--- src/rtl/spi_rx_frame_slave_if.sv ---
// SPI pins plus the valid/ready frame output of the SPI receive deframer.
interface spi_rx_frame_slave_if #(
  parameter int unsigned LEN_DATA = 24,
  parameter int unsigned LEN_CRC  = 8
);
  logic                spi_sclk;
  logic                spi_cs_n;
  logic                spi_mosi;
  logic [LEN_DATA-1:0] rx_data;
  logic [LEN_CRC-1:0]  rx_crc;
  logic                rx_valid;
  logic                rx_ready;
  logic                err_len;
  logic                err_ovr;
  logic                busy;

  modport slave (
    input  spi_sclk, spi_cs_n, spi_mosi, rx_ready,
    output rx_data, rx_crc, rx_valid, err_len, err_ovr, busy
  );

  modport master (
    output spi_sclk, spi_cs_n, spi_mosi, rx_ready,
    input  rx_data, rx_crc, rx_valid, err_len, err_ovr, busy
  );
endinterface

--- src/rtl/spi_rx_frame_slave.sv ---
// SPI-slave receive deframer: oversampled SPI mode 0, one MSB-first packet per chip-select window.
// Optional idle-sclk abort is compiled in with `define SPI_RX_TIMEOUT_EN.
module spi_rx_frame_slave #(
  parameter int unsigned LEN_PACKET  = 32,
  parameter int unsigned LEN_DATA    = 24,
  parameter int unsigned LEN_CRC     = 8,
  parameter int unsigned SYNC_STAGES = 2,
  parameter int unsigned TIMEOUT_CYC = 1024
) (
  input logic                 clk,
  input logic                 rst_n,
  spi_rx_frame_slave_if.slave bus
);

  localparam int unsigned CNT_W = 6;
  localparam logic [CNT_W-1:0] CNT_FULL = CNT_W'(LEN_PACKET);
  localparam logic [CNT_W-1:0] CNT_SAT  = CNT_W'(LEN_PACKET + 1);
`ifdef SPI_RX_TIMEOUT_EN
  localparam int unsigned IDLE_W = 16;
  localparam logic [IDLE_W-1:0] IDLE_LAST = IDLE_W'(TIMEOUT_CYC - 1);
`endif

  // Elaboration-time parameter sanity
  if (LEN_PACKET != LEN_DATA + LEN_CRC) begin : g_bad_len
    $error("LEN_PACKET must equal LEN_DATA + LEN_CRC");
  end
  if (SYNC_STAGES < 2) begin : g_bad_sync
    $error("SYNC_STAGES must be at least 2");
  end
  if (TIMEOUT_CYC < 1 || TIMEOUT_CYC > 65535) begin : g_bad_timeout
    $error("TIMEOUT_CYC must fit a 16-bit idle counter");
  end

`ifdef SPI_RX_TIMEOUT_EN
  typedef enum logic [1:0] {ST_IDLE, ST_SHIFT, ST_ABORT} state_t;
`else
  typedef enum logic {ST_IDLE, ST_SHIFT} state_t;
`endif

  state_t state, state_nxt;

  logic [SYNC_STAGES-1:0] sclk_sync, mosi_sync, cs_sync;
  logic                   sclk_d, cs_d;
  logic [SYNC_STAGES:0]   flush_sr;
  logic                   cs_armed;
  logic                   sclk_rise, cs_rise, cs_fall, mosi_s, cs_s;

  logic [LEN_PACKET-1:0]  shift_reg, shift_nxt, sh_cur, frame_q, frame_nxt;
  logic [CNT_W-1:0]       bit_cnt, cnt_nxt, cnt_cur;
  logic                   commit_pend, commit_nxt, err_len_nxt;
`ifdef SPI_RX_TIMEOUT_EN
  logic [IDLE_W-1:0]      idle_cnt, idle_nxt;
`endif

  logic [LEN_DATA-1:0]    rx_data_q;
  logic [LEN_CRC-1:0]     rx_crc_q;
  logic                   rx_valid_q, err_len_q, err_ovr_q, busy_q;

  // Input synchronisers; cs_armed blocks the reset-value "1" of the cs chain from
  // faking a falling edge when reset releases in the middle of a frame.
  always_ff @(posedge clk or negedge rst_n) begin
    if (!rst_n) begin
      sclk_sync <= '0;
      mosi_sync <= '0;
      cs_sync   <= '1;
      sclk_d    <= 1'b0;
      cs_d      <= 1'b1;
      flush_sr  <= '0;
      cs_armed  <= 1'b0;
    end else begin
      sclk_sync <= {sclk_sync[SYNC_STAGES-2:0], bus.spi_sclk};
      mosi_sync <= {mosi_sync[SYNC_STAGES-2:0], bus.spi_mosi};
      cs_sync   <= {cs_sync[SYNC_STAGES-2:0], bus.spi_cs_n};
      sclk_d    <= sclk_sync[SYNC_STAGES-1];
      cs_d      <= cs_sync[SYNC_STAGES-1];
      flush_sr  <= {flush_sr[SYNC_STAGES-1:0], 1'b1};
      if (flush_sr[SYNC_STAGES] && cs_sync[SYNC_STAGES-1]) cs_armed <= 1'b1;
    end
  end

  assign cs_s      = cs_sync[SYNC_STAGES-1];
  assign mosi_s    = mosi_sync[SYNC_STAGES-1];
  assign sclk_rise = sclk_sync[SYNC_STAGES-1] & ~sclk_d;
  assign cs_rise   = cs_armed & cs_s & ~cs_d;
  assign cs_fall   = cs_armed & ~cs_s & cs_d;

  // State register
  always_ff @(posedge clk or negedge rst_n) begin
    if (!rst_n) state <= ST_IDLE;
    else        state <= state_nxt;
  end

  // Next state and frame judgement; a same-cycle sclk bit is shifted before judging
  always_comb begin
    state_nxt   = state;
    shift_nxt   = shift_reg;
    cnt_nxt     = bit_cnt;
    frame_nxt   = frame_q;
    commit_nxt  = 1'b0;
    err_len_nxt = 1'b0;
    sh_cur      = shift_reg;
    cnt_cur     = bit_cnt;
`ifdef SPI_RX_TIMEOUT_EN
    idle_nxt    = '0;
`endif
    if (sclk_rise) begin
      sh_cur  = {shift_reg[LEN_PACKET-2:0], mosi_s};
      cnt_cur = (bit_cnt == CNT_SAT) ? bit_cnt : bit_cnt + CNT_W'(1);
    end
    case (state)
      ST_IDLE: begin
        if (cs_fall) begin
          state_nxt = ST_SHIFT;
          shift_nxt = '0;
          cnt_nxt   = '0;
        end
      end
      ST_SHIFT: begin
        shift_nxt = sh_cur;
        cnt_nxt   = cnt_cur;
        if (cs_rise || cs_fall) begin
          if (cnt_cur == CNT_FULL) begin
            commit_nxt = 1'b1;
            frame_nxt  = sh_cur;
          end else begin
            err_len_nxt = 1'b1;
          end
          state_nxt = ST_IDLE;
          // A fall seen here is a cs glitch: judge as a rise, then restart
          if (cs_fall) begin
            state_nxt = ST_SHIFT;
            shift_nxt = '0;
            cnt_nxt   = '0;
          end
        end
`ifdef SPI_RX_TIMEOUT_EN
        else if (!sclk_rise) begin
          if (idle_cnt == IDLE_LAST) begin
            err_len_nxt = 1'b1;
            state_nxt   = ST_ABORT;
          end else begin
            idle_nxt = idle_cnt + IDLE_W'(1);
          end
        end
      end
      ST_ABORT: begin
        if (cs_rise) state_nxt = ST_IDLE;
`endif
      end
      default: state_nxt = ST_IDLE;
    endcase
  end

  // Receive datapath and status registers
  always_ff @(posedge clk or negedge rst_n) begin
    if (!rst_n) begin
      shift_reg   <= '0;
      bit_cnt     <= '0;
      frame_q     <= '0;
      commit_pend <= 1'b0;
      err_len_q   <= 1'b0;
      busy_q      <= 1'b0;
`ifdef SPI_RX_TIMEOUT_EN
      idle_cnt    <= '0;
`endif
    end else begin
      shift_reg   <= shift_nxt;
      bit_cnt     <= cnt_nxt;
      frame_q     <= frame_nxt;
      commit_pend <= commit_nxt;
      err_len_q   <= err_len_nxt;
      busy_q      <= (state_nxt != ST_IDLE);
`ifdef SPI_RX_TIMEOUT_EN
      idle_cnt    <= idle_nxt;
`endif
    end
  end

  // Output buffer: a commit may reuse the slot freed by a same-cycle accept
  always_ff @(posedge clk or negedge rst_n) begin
    if (!rst_n) begin
      rx_data_q  <= '0;
      rx_crc_q   <= '0;
      rx_valid_q <= 1'b0;
      err_ovr_q  <= 1'b0;
    end else begin
      err_ovr_q <= 1'b0;
      if (commit_pend) begin
        if (!rx_valid_q || bus.rx_ready) begin
          rx_data_q  <= frame_q[LEN_PACKET-1:LEN_CRC];
          rx_crc_q   <= frame_q[LEN_CRC-1:0];
          rx_valid_q <= 1'b1;
        end else begin
          err_ovr_q <= 1'b1;
        end
      end else if (rx_valid_q && bus.rx_ready) begin
        rx_valid_q <= 1'b0;
      end
    end
  end

  assign bus.rx_data  = rx_data_q;
  assign bus.rx_crc   = rx_crc_q;
  assign bus.rx_valid = rx_valid_q;
  assign bus.err_len  = err_len_q;
  assign bus.err_ovr  = err_ovr_q;
  assign bus.busy     = busy_q;

endmodule

--- src/flat_wrapper.sv ---
// flat-port wrapper written by rule: the top's interface ports become plain ports
module spi_rx_frame_slave_flat 
#(
  parameter int unsigned LEN_PACKET  = 32,
  parameter int unsigned LEN_DATA    = 24,
  parameter int unsigned LEN_CRC     = 8,
  parameter int unsigned SYNC_STAGES = 2,
  parameter int unsigned TIMEOUT_CYC = 1024
)
  (clk, rst_n, bus_spi_sclk, bus_spi_cs_n, bus_spi_mosi, bus_rx_ready, bus_rx_data, bus_rx_crc, bus_rx_valid, bus_err_len, bus_err_ovr, bus_busy);
  spi_rx_frame_slave_if #(.LEN_DATA(LEN_DATA), .LEN_CRC(LEN_CRC)) bus_i ();
  input logic clk;
  input logic rst_n;
  input wire logic [$bits(bus_i.spi_sclk)-1:0] bus_spi_sclk;
  input wire logic [$bits(bus_i.spi_cs_n)-1:0] bus_spi_cs_n;
  input wire logic [$bits(bus_i.spi_mosi)-1:0] bus_spi_mosi;
  input wire logic [$bits(bus_i.rx_ready)-1:0] bus_rx_ready;
  output wire logic [$bits(bus_i.rx_data)-1:0] bus_rx_data;
  output wire logic [$bits(bus_i.rx_crc)-1:0] bus_rx_crc;
  output wire logic [$bits(bus_i.rx_valid)-1:0] bus_rx_valid;
  output wire logic [$bits(bus_i.err_len)-1:0] bus_err_len;
  output wire logic [$bits(bus_i.err_ovr)-1:0] bus_err_ovr;
  output wire logic [$bits(bus_i.busy)-1:0] bus_busy;
  assign bus_i.spi_sclk = bus_spi_sclk;
  assign bus_i.spi_cs_n = bus_spi_cs_n;
  assign bus_i.spi_mosi = bus_spi_mosi;
  assign bus_i.rx_ready = bus_rx_ready;
  assign bus_rx_data = bus_i.rx_data;
  assign bus_rx_crc = bus_i.rx_crc;
  assign bus_rx_valid = bus_i.rx_valid;
  assign bus_err_len = bus_i.err_len;
  assign bus_err_ovr = bus_i.err_ovr;
  assign bus_busy = bus_i.busy;
  spi_rx_frame_slave #(.LEN_PACKET(LEN_PACKET), .LEN_DATA(LEN_DATA), .LEN_CRC(LEN_CRC), .SYNC_STAGES(SYNC_STAGES), .TIMEOUT_CYC(TIMEOUT_CYC)) u_core (.clk(clk), .rst_n(rst_n), .bus(bus_i));
endmodule
--- config.mk ---
export PLATFORM = sky130hd
export DESIGN_NAME = spi_rx_frame_slave_flat
export DESIGN_NICKNAME = d
export VERILOG_FILES = /design/src/rtl/spi_rx_frame_slave_if.sv /design/src/rtl/spi_rx_frame_slave.sv /design/src/flat_wrapper.sv
export SDC_FILE = /design/constraint.sdc
export NUM_CORES = 1
export LEC_CHECK = 0
export BUFFER_PORTS_ARGS = -buffer_cell sky130_fd_sc_hd__clkbuf_2
export CAP_MARGIN = 10
export CORE_MARGIN = 2
export CORE_UTILIZATION = 55
export DETAILED_ROUTE_END_ITERATION = 6
export GPL_ROUTABILITY_DRIVEN = 1
export PLACE_DENSITY = 0.83
export SLEW_MARGIN = 40
export SYNTH_ARGS = -nofsm -noshare
export SYNTH_HDL_FRONTEND = slang
export SYNTH_SLANG_ARGS = --single-unit
--- constraint.sdc ---
create_clock -name clk -period 3.86 [get_ports clk]
set_clock_uncertainty 0.15 [all_clocks]
set_input_delay 0.579 -clock clk [delete_from_list [all_inputs] [get_ports clk]]
set_output_delay 0.579 -clock clk [all_outputs]
set_load 0.005 [all_outputs]
==> impl_summary.log <==
[metrics] Vert. Die Dim: between 90 and 100 microns
[metrics] number of nets with antenna violations after routing: 0
[metrics] startpoint of the worst-slack reg-to-reg timing path: u_core.sclk_sync[1]
[metrics] violated checks: negative hold slack
[metrics] data arrival at the endpoint of the critical path: 3.15 ns
[metrics] Static Leak: 2.91 nW
[metrics] maximum clock frequency: 0.345 GHz
[metrics] wire length of the first global-routing pass: roughly 15,000 microns
[metrics] Crit. End Element: flip-flop
[metrics] total CTS buffers: 17
[metrics] WL per Instance: 16.8 microns
[metrics] Synth Area in Compound Gates: 0.0800
[metrics] combinational family with the most area after synthesis: multiplexers
[metrics] number of placed instances, taps included: about 470
[metrics] Worst Hold Class: primary input to asynchronous set/reset pin
[metrics] Post-route DRC: 0
[metrics] Avg Synthesized Cell Area: 14.6 sq um
[metrics] half-perimeter wire length after detailed placement: 5080 microns
[metrics] maximum ir drop on the vdd rail: around 280 uV
[metrics] WS Path Type: flip-flop to flip-flop
[metrics] Die Area: between 9000 and 10,000 sq um
[metrics] result of the run: complete, but fails checks
[metrics] total of buffers placed on input and output ports: between 40 and 50
[metrics] number of nets at the end of the flow: 388
[metrics] Detailed Routing Iterations Pass 1: 4
[metrics] final cell count without fillers: 500
[metrics] worst-path fanout max: 29
[metrics] Max-Slew Margin vs Limit: 0.524
[metrics] clock transition at the register clock pins on the worst setup and hold paths after CTS: approximately 0.06 ns
[metrics] flop and latch count out of synthesis: around 120
[metrics] H-Tree Depth: 4
[metrics] std cell rows: 34
[metrics] antenna fix cells: 0
[metrics] number of placed I/O pins: 42
[metrics] DRC violation total after the first TritonRoute iteration: 160
[metrics] portion of netlist area occupied by mux cells: 0.226
[metrics] Req. time, crit path: 4.11 ns
[metrics] count of final hold-check violations: between 40 and 50
[metrics] final worst-path cycle share: 0.752
[metrics] via count of the first global-routing pass: 2,920
[metrics] RSZ-0062 raised after global routing: no
[metrics] total number of vias: 2,840
[metrics] global-route usage over all layers: 0.196
[metrics] Worst Setup Start Kind: flip-flop
[metrics] count of pins over their slew limit: 0
[metrics] Tightest Pin Transition: around 0.71 ns
[metrics] Overflow after GRT: 0
[metrics] number of nets in the synthesized netlist: 338
[metrics] post-route minimum period: between 2 and 3 ns
[metrics] antenna violations before repair: 0
[metrics] RePlAce Congestion: roughly 0.85
[metrics] pwr/cell area: slightly above 500 nW/um^2
[metrics] Root Buffer Master: sky130_fd_sc_hd__clkbuf_8
[metrics] Detailed Route WL: approximately 8400 microns
[metrics] cts repair resizes: 0
[metrics] total of warnings raised by yosys: 0
[metrics] fraction of layout cells with a size suffix above 1: 0.457
[metrics] CTS tree: done
[metrics] clock sinks: ~120
[metrics] area of the mapped netlist: 4830 sq um
[metrics] effective utilization at floorplan: 0.559
[metrics] commonest cells after routing, fill and taps aside: sky130_fd_sc_hd__dfrtp_1, sky130_fd_sc_hd__mux2_2, sky130_fd_sc_hd__clkbuf_2, sky130_fd_sc_hd__a22o_1, sky130_fd_sc_hd__clkbuf_16
[metrics] final setup violating endpoints: 0
[metrics] XOR/XNOR Fraction of Synth Area: 0.00725
[metrics] clock latency on the worst-skew pair: 0.52 ns
[metrics] post-synthesis sequential area ratio: 0.617
[metrics] total of max-cap violations: 0
[metrics] area overhead of the layout relative to synthesis: 18.2%
[metrics] pin count of the biggest net entering global routing: between 90 and 100
[metrics] share of synthesized cell area in full adder, half adder and majority cells: 0.00518
[metrics] Critical path origin: u_core.sclk_sync[1]
[metrics] post-synthesis simple-gate area fraction: 0.0407
[metrics] worst hold slack across all endpoints: -0.0414 ns
[metrics] deepest clock path buffer count: 2
[metrics] number of standard cells after synthesis: 330
[metrics] most frequent standard cell in the layout excluding fill and tap cells: sky130_fd_sc_hd__dfrtp_1
[metrics] Synth cell types: 36
[metrics] DR vias/cell: about 5.7
[metrics] DIE WIDTH: ~100 microns
[metrics] floorplan core area: 8640 sq um
[metrics] Setup TNS Final: 0 ns
power breakdown:
group / switching (W) / internal [W]
combinational: 0.000115 / 0.0000784
sequential: 0.0000374 / 0.00129
clock: 0.000526 / 0.000922
metal layers:
| layer | vias up | track usage | part of all wire |
|---|---|---|---|
| met2 | 64 | 0.294 | 0.49 |
| met4 | 0 | 0.0919 | 0.020 |
| met5 | - | 0 | 0 |
| met3 | 17 | 0.0540 | 0.039 |
| li1 | 1299 | - | - |
| met1 | 1460 | 0.269 | 0.45 |
critical path, cell delays in order (launching register included):
cell	delay [ns]
sky130_fd_sc_hd__dfrtp_1	0.37
sky130_fd_sc_hd__nor2b_4	0.33
sky130_fd_sc_hd__buf_4	0.40
sky130_fd_sc_hd__nand3_1	0.13
sky130_fd_sc_hd__a2bb2oi_1	0.19
sky130_fd_sc_hd__nor4_4	0.36
sky130_fd_sc_hd__buf_4	0.44
sky130_fd_sc_hd__mux2_2	0.39
what timing repair did:
item                                   CTS  global route
hold buffers                             2             0
buffers inserted                         0             0
endpoints found under the hold margin    2             0
area by class of cell:
type | instances | area (sq um)
clock buffers | 21 | 439
clock inverters | 10 | 105
fillers | 606 | 2930
inverters | 4 | 15.0
multi-input cells | 189 | 1760
flip-flops and latches | 119 | 2980
well taps | 108 | 135
repair buffers | 49 | 279
cell usage after synthesis (all sizes together):
library cell | count | area (sq um)
a211o | 1 | 8.76
ha | 2 | 25.0
dfstp | 3 | 78.8
conb | 1 | 3.75
nand2 | 9 | 33.8
xnor2 | 2 | 17.5
a21oi | 6 | 30.0
dfrtp | 116 | 2900
a311oi | 1 | 8.76
mux2 | 97 | 1090
o21ai | 4 | 20.0
nand3 | 4 | 20.0
a211oi | 3 | 22.5
nand2b | 1 | 6.26
and4 | 1 | 8.76
a22o | 32 | 280
clkbuf | 10 | 37.5
xor2 | 2 | 17.5
nor2 | 11 | 41.3
nor4 | 1 | 21.3
buf | 8 | 57.6
o31ai | 1 | 7.51
inv | 4 | 15.0
a2bb2oi | 1 | 8.76
nor2b | 1 | 8.76
or2 | 1 | 6.26
nand4 | 1 | 6.26
nand3b | 1 | 7.51
and3b | 1 | 8.76
nor3 | 2 | 15.0
or3 | 2 | 12.5
cells by family (layout without fill, tap and decap cells):
kind of cell / after synthesis / in the layout
adders and majority gates: 2 / 2
DFF: 119 / 119
xor gates and xnor gates: 4 / 4
other: 1 / 1
AOI/OAI and AO/OA: 49 / 49
muxes: 97 / 97
buffers and inverters: 22 / 84
and+or+nand+nor: 36 / 36
final timing paths:
check	to	slack, ns	depth (start not counted)
min reg2reg	u_core.flush_sr[2]	0.20	0
min in group clk	u_core.sclk_sync[0]	0.02	1
max	u_core.frame_q[21]	0.96	7
max reg2reg	u_core.frame_q[21]	0.96	7
max in group asynchronous	u_core.shift_reg[28]	2.88	2
min	u_core.bit_cnt[5]	-0.04	1
through the flow:
step | total power, W | setup WS, ns | util | hold slack [ns] | area [sq um]
after floorplan | 0.00146 | 1.52 | - | 0.133 | 4830
after global placement | 0.00152 | 1.10 | 0.595 | 0.184 | 5130
after detailed placement | 0.00154 | 0.998 | 0.596 | 0.186 | 5140
after CTS | 0.00299 | 0.948 | 0.661 | 0.00601 | 5710
after global routing | 0.00308 | 0.746 | 0.661 | 0.00808 | 5710
final | 0.00297 | 0.958 | 0.661 | -0.0414 | 5710
(Power assumes the default switching activity.)
